===== src/rtl/ddsm_pkg.sv =====
// Shared DDSM datapath definitions: controller state encoding and counter sizing helper.
package ddsm_pkg;

  typedef enum logic [1:0] {
    ST_IDLE = 2'd0,
    ST_RUN  = 2'd1,
    ST_DONE = 2'd2
  } state_e;

  // One extra bit so the pass counter can reach NIB itself without wrapping.
  function automatic int nib_w(input int nib);
    return $clog2(nib) + 1;
  endfunction

endpackage


===== src/rtl/adder_serial_seq_lca4.sv =====
// 4-bit lookahead-carry adder slice; exposes the carry out of every bit position.
module ADDER_LCA_4BIT (
  input  logic [3:0] i_a,
  input  logic [3:0] i_b,
  input  logic       i_cin,
  output logic [3:0] o_sum,
  output logic [3:0] o_cout_bit
);

  logic [3:0] g;
  logic [3:0] p;
  logic [4:0] c;

  assign g = i_a & i_b;
  assign p = i_a ^ i_b;

  // Each carry is expanded directly from generate/propagate terms rather than rippled.
  assign c[0] = i_cin;
  assign c[1] = g[0] | (p[0] & c[0]);
  assign c[2] = g[1] | (p[1] & g[0]) | (p[1] & p[0] & c[0]);
  assign c[3] = g[2] | (p[2] & g[1]) | (p[2] & p[1] & g[0]) | (p[2] & p[1] & p[0] & c[0]);
  assign c[4] = g[3] | (p[3] & g[2]) | (p[3] & p[2] & g[1]) | (p[3] & p[2] & p[1] & g[0])
              | (p[3] & p[2] & p[1] & p[0] & c[0]);

  assign o_sum      = p ^ c[3:0];
  assign o_cout_bit = c[4:1];

endmodule


===== src/rtl/adder_serial_seq.sv =====
// Nibble-serial wide adder: one 4-bit slice reused NIB times, carry held in a register between passes.
module adder_serial_seq
  import ddsm_pkg::*;
#(
  parameter int DATA_W = 16
) (
  input  logic              i_clk,
  input  logic              i_rst,
  input  logic              i_valid,
  output logic              o_ready,
  input  logic [DATA_W-1:0] i_a,
  input  logic [DATA_W-1:0] i_b,
  input  logic              i_cin,
  output logic              o_valid,
  input  logic              i_ready,
  output logic [DATA_W-1:0] o_sum,
  output logic              o_cout,
  output logic              o_ovf
);

  localparam int NIB   = DATA_W / 4;
  localparam int CNT_W = nib_w(NIB);
  localparam logic [CNT_W-1:0] LAST_CNT = CNT_W'(NIB - 1);

  state_e            state_q, state_d;
  logic [DATA_W-1:0] a_q, a_d;
  logic [DATA_W-1:0] b_q, b_d;
  logic [DATA_W-1:0] sum_q, sum_d;
  logic              carry_q, carry_d;
  logic              cout_q, cout_d;
  logic              ovf_q, ovf_d;
  logic [CNT_W-1:0]  cnt_q, cnt_d;

  logic [3:0]        slice_sum;
  logic [3:0]        slice_cout;
  logic [DATA_W-1:0] sum_shift;
  logic              unused_cout_lo;

  ADDER_LCA_4BIT u_slice (
    .i_a        (a_q[3:0]),
    .i_b        (b_q[3:0]),
    .i_cin      (carry_q),
    .o_sum      (slice_sum),
    .o_cout_bit (slice_cout)
  );

  assign unused_cout_lo = ^slice_cout[1:0];

  // New nibble enters at the top so the LSB nibble ends up at the bottom after NIB passes.
  generate
    if (NIB == 1) begin : g_single
      assign sum_shift = slice_sum;
    end else begin : g_multi
      assign sum_shift = {slice_sum, sum_q[DATA_W-1:4]};
    end
  endgenerate

  always_comb begin
    state_d = state_q;
    a_d     = a_q;
    b_d     = b_q;
    sum_d   = sum_q;
    carry_d = carry_q;
    cout_d  = cout_q;
    ovf_d   = ovf_q;
    cnt_d   = cnt_q;
    case (state_q)
      ST_IDLE: begin
        if (i_valid) begin
          a_d     = i_a;
          b_d     = i_b;
          carry_d = i_cin;
          cnt_d   = '0;
          state_d = ST_RUN;
        end
      end
      ST_RUN: begin
        sum_d   = sum_shift;
        carry_d = slice_cout[3];
        a_d     = a_q >> 4;
        b_d     = b_q >> 4;
        cnt_d   = cnt_q + CNT_W'(1);
        // Result flags are only committed on the MSB nibble so they stay stable until the next run.
        if (cnt_q == LAST_CNT) begin
          cout_d  = slice_cout[3];
          ovf_d   = slice_cout[3] ^ slice_cout[2];
          state_d = ST_DONE;
        end
      end
      ST_DONE: begin
        if (i_ready) begin
          state_d = ST_IDLE;
        end
      end
      default: state_d = ST_IDLE;
    endcase
  end

  always_ff @(posedge i_clk or posedge i_rst) begin
    if (i_rst) begin
      state_q <= ST_IDLE;
      a_q     <= '0;
      b_q     <= '0;
      sum_q   <= '0;
      carry_q <= 1'b0;
      cout_q  <= 1'b0;
      ovf_q   <= 1'b0;
      cnt_q   <= '0;
    end else begin
      state_q <= state_d;
      a_q     <= a_d;
      b_q     <= b_d;
      sum_q   <= sum_d;
      carry_q <= carry_d;
      cout_q  <= cout_d;
      ovf_q   <= ovf_d;
      cnt_q   <= cnt_d;
    end
  end

  assign o_ready = (state_q == ST_IDLE);
  assign o_valid = (state_q == ST_DONE);
  assign o_sum   = sum_q;
  assign o_cout  = cout_q;
  assign o_ovf   = ovf_q;

endmodule

===== config.mk =====
export PLATFORM = sky130hd
export DESIGN_NAME = adder_serial_seq
export DESIGN_NICKNAME = d
export VERILOG_FILES = /design/src/rtl/ddsm_pkg.sv /design/src/rtl/adder_serial_seq_lca4.sv /design/src/rtl/adder_serial_seq.sv
export SDC_FILE = /design/constraint.sdc
export NUM_CORES = 1
export LEC_CHECK = 0
export CORE_ASPECT_RATIO = 1.75
export CORE_UTILIZATION = 55
export DETAILED_ROUTE_END_ITERATION = 8
export GPL_ROUTABILITY_DRIVEN = 0
export PLACE_DENSITY = 0.85
export SLEW_MARGIN = 25
export SYNTH_ARGS = -nofsm -noshare
export SYNTH_HDL_FRONTEND = slang
export SYNTH_HIERARCHICAL = 1
export SYNTH_SLANG_ARGS = --single-unit

===== constraint.sdc =====
create_clock -name i_clk -period 3 [get_ports i_clk]
set_clock_uncertainty 0.05 [all_clocks]
set_input_delay 0.9 -clock i_clk [delete_from_list [all_inputs] [get_ports i_clk]]
set_output_delay 0.9 -clock i_clk [all_outputs]
set_load 0.05 [all_outputs]

==> out/qor.yml <==
timing:
  fmax_ghz: 0.402
  hold_ws_ps: 434
  tightestPinTransition_ps: 898
  slew_headroom: 0.401
  rsz0062_at_grt: "false"
  finalMaxSlewViolations: 0
  tns_ps: 0
  setup_viol: 0
  min_period_ps: 2490
  period_share: 0.829
  hold_viol: 0
worst_setup_path:
  cp-start-kind: "flop"
  cp_data_required_time_ps: 2050
  crit_path_max_fanout: 16
  crit_type: "reg2out"
  worstSetupEndpointType: "primary output"
  cp.arrival_ps: 1540
logic_synthesis:
  synth_mux_area_frac: 0.0109
  synth_compound_area_frac: 0.136
  syn-cell-area_mm2: 0.00275
  ys_async_sr_fraction: 1.00
  avgSynthCellArea_um2: 9.84
  synthSimpleGateAreaFrac: 0.240
  synth_top_family_by_area: "simple AND/OR/NAND/NOR gates"
  syn_inst: 280
  syn-num-nets: 324
  seq_area_frac_synth: 0.509
  synth_edf_count: 0
  synth_cell_types: 39
  ys_warn_count: 6
  synth_seq_cells: 56
  ys.flop_type: "dfrtp_1"
  synth_xor_area_frac: 0.0127
  synth_adder_area_share: 0.0345
final_layout:
  fin_area_mm2: 0.00339
  layout_common_cells: "56 x dfrtp_1, 54 x nand2_1, 54 x clkdlybuf4s50_1"
  fin_nets: 371
  drive_gt1_frac: 0.128
  final_util: 0.713
  nFillCells: 366
  final_common_cell: "dfrtp_1"
  antenna_cells: 0
  syn_to_final_growth_pct: 22.9
placed_design:
  hpwl_um: 4360
  place_area_mm2: 0.00330
  port_buffers: 56
clocking:
  cts_tree: "yes"
  cts_setup_buffers: 0
  cts.clk_slew.worst_paths_ps: 90
  clock-root-buffer: "clkbuf_8"
  hold_buffers: 0
  htreeDepth: 2
  cts_buffer_depth: 2
  cts_resized: 0
  clock_sinks: 56
  clock_latency_ps: 310
  cts_buffers: 5
power:
  p_per_area_mw_per_mm2: 1200
  power_mw: 4.07
  peakVddDrop_uv: 927
  leakagePower_nw: 1.47
global_route:
  globalRouteMet2Util: 0.464
  met3_usage: 0.0326
  antenna_found_initial: 0
  grt_max_degree: 50
  grt_pass1_wl_um: 10300
  grtUsageTotal: 0.248
  use_met1: 0.272
  overflow: 0
  top_usage_layer: "met2"
  grt_pass1_vias: 2348
status:
  status: "finished, final reports clean"
floorplan:
  rows: 33
  die_area_mm2: 0.00531
  coreArea_mm2: 0.00475
  die_y_um: 95.6
  chipWidth_um: 55.5
  io_pins: 57
  initial_utilization: 0.580
detailed_routing:
  ant_nets: 0
  drtIter0Drc: 74
  avgViaCountPerCell: 6.04
  dr.pass1.iters: 4
  wl_per_cell_um: 15.9
  route.detailed.drc: 0
  finalWirelength_um: 6060
  num_vias: 2296
worst_hold_path:
  hold_path_class: "reg2reg"
job:
  maxCapViolCount: 0
per-stage QoR:
step / worst slack [ps] / instances
2_1_floorplan: 679 / 280
3_5_place_dp: 424 / 372
4_1_cts: 488 / 380
5_1_grt: 426 / 380
6_report: 512 / 380
3_3_place_gp: 503 / 372
layer usage:
layer | wire length [µm] | up-vias
met2 | 3400 | 62
li1 | - | 1085
met5 | 0 | -
met4 | 171 | 0
met3 | 168 | 14
met1 | 2320 | 1135
state kept, by name, indices dropped and copies added, names as in the netlist:
name,cells
o_ovf,1
carry_q,1
o_cout,1
o_sum,16
a_q,16
b_q,16
state_q,2
cnt_q,3
logic make-up after synthesis:
family / Yosys count
xor gates and xnor gates: 4
muxes: 2
buffers and inverters: 28
AOI/OAI and AO/OA: 56
DFF: 56
and+or+nand+nor: 127
adders and majority gates: 7
path summary, 6_finish.rpt:
| check | endpoint | cells past startpoint | slack [ps] | from |
|---|---|---|---|---|
| setup reg to reg | a_q[7] | 5 | 910 | state_q[0] |
| hold / removal | o_sum[3] | 2 | 430 | o_sum[3] |
| setup / recovery | o_valid | 3 | 510 | state_q[1] |
| max in group asynchronous | b_q[8] | 3 | 1470 | i_rst |
| hold reg to reg | o_sum[3] | 2 | 430 | o_sum[3] |
| min in group asynchronous | o_sum[11] | 2 | 890 | i_rst |
cell usage after synthesis, types with 2 or more instances:
cell type   n  share of area
nor3_2     16          0.058
nor3_1     32          0.058
nor2_2      2         0.0045
nand3_1     2         0.0036
dfrtp_1    56           0.51
nor3b_1     2         0.0055
ha_1        6          0.027
nand2b_1    4         0.0091
a21oi_1     3         0.0055
clkbuf_1    2         0.0027
mux2_4      2          0.011
o22ai_1    23          0.052
nor2_1     10          0.014
xor2_1      3         0.0095
buf_2      11          0.020
buf_4       8          0.022
o21ai_0    13          0.024
o32ai_1     6          0.019
nand2_1    54          0.074
inv_1       5         0.0068
o22a_1      2         0.0064
final cells by class:
type | count | area (µm²) | share of cell area
flip-flops and latches | 56 | 1400 | 0.414
well taps | 52 | 65.1 | 0.0192
clock inverters | 3 | 18.8 | 0.00554
multi-input cells | 196 | 1200 | 0.353
inverters | 6 | 22.5 | 0.00665
repair buffers | 62 | 613 | 0.181
clock buffers | 5 | 68.8 | 0.0203
power breakdown:
group          switching, mW  internal (mW)
clock                  0.245          0.163
sequential             0.294           1.12
combinational           1.38          0.866
total                   1.92           2.15
worst max-delay path, cell delays in order, from the launching register on:
cell,delay [ps]
dfrtp_1,650
inv_1,120
nor2_1,210
buf_4,240
No activity file was read; power rests on OpenSTA's default activity.
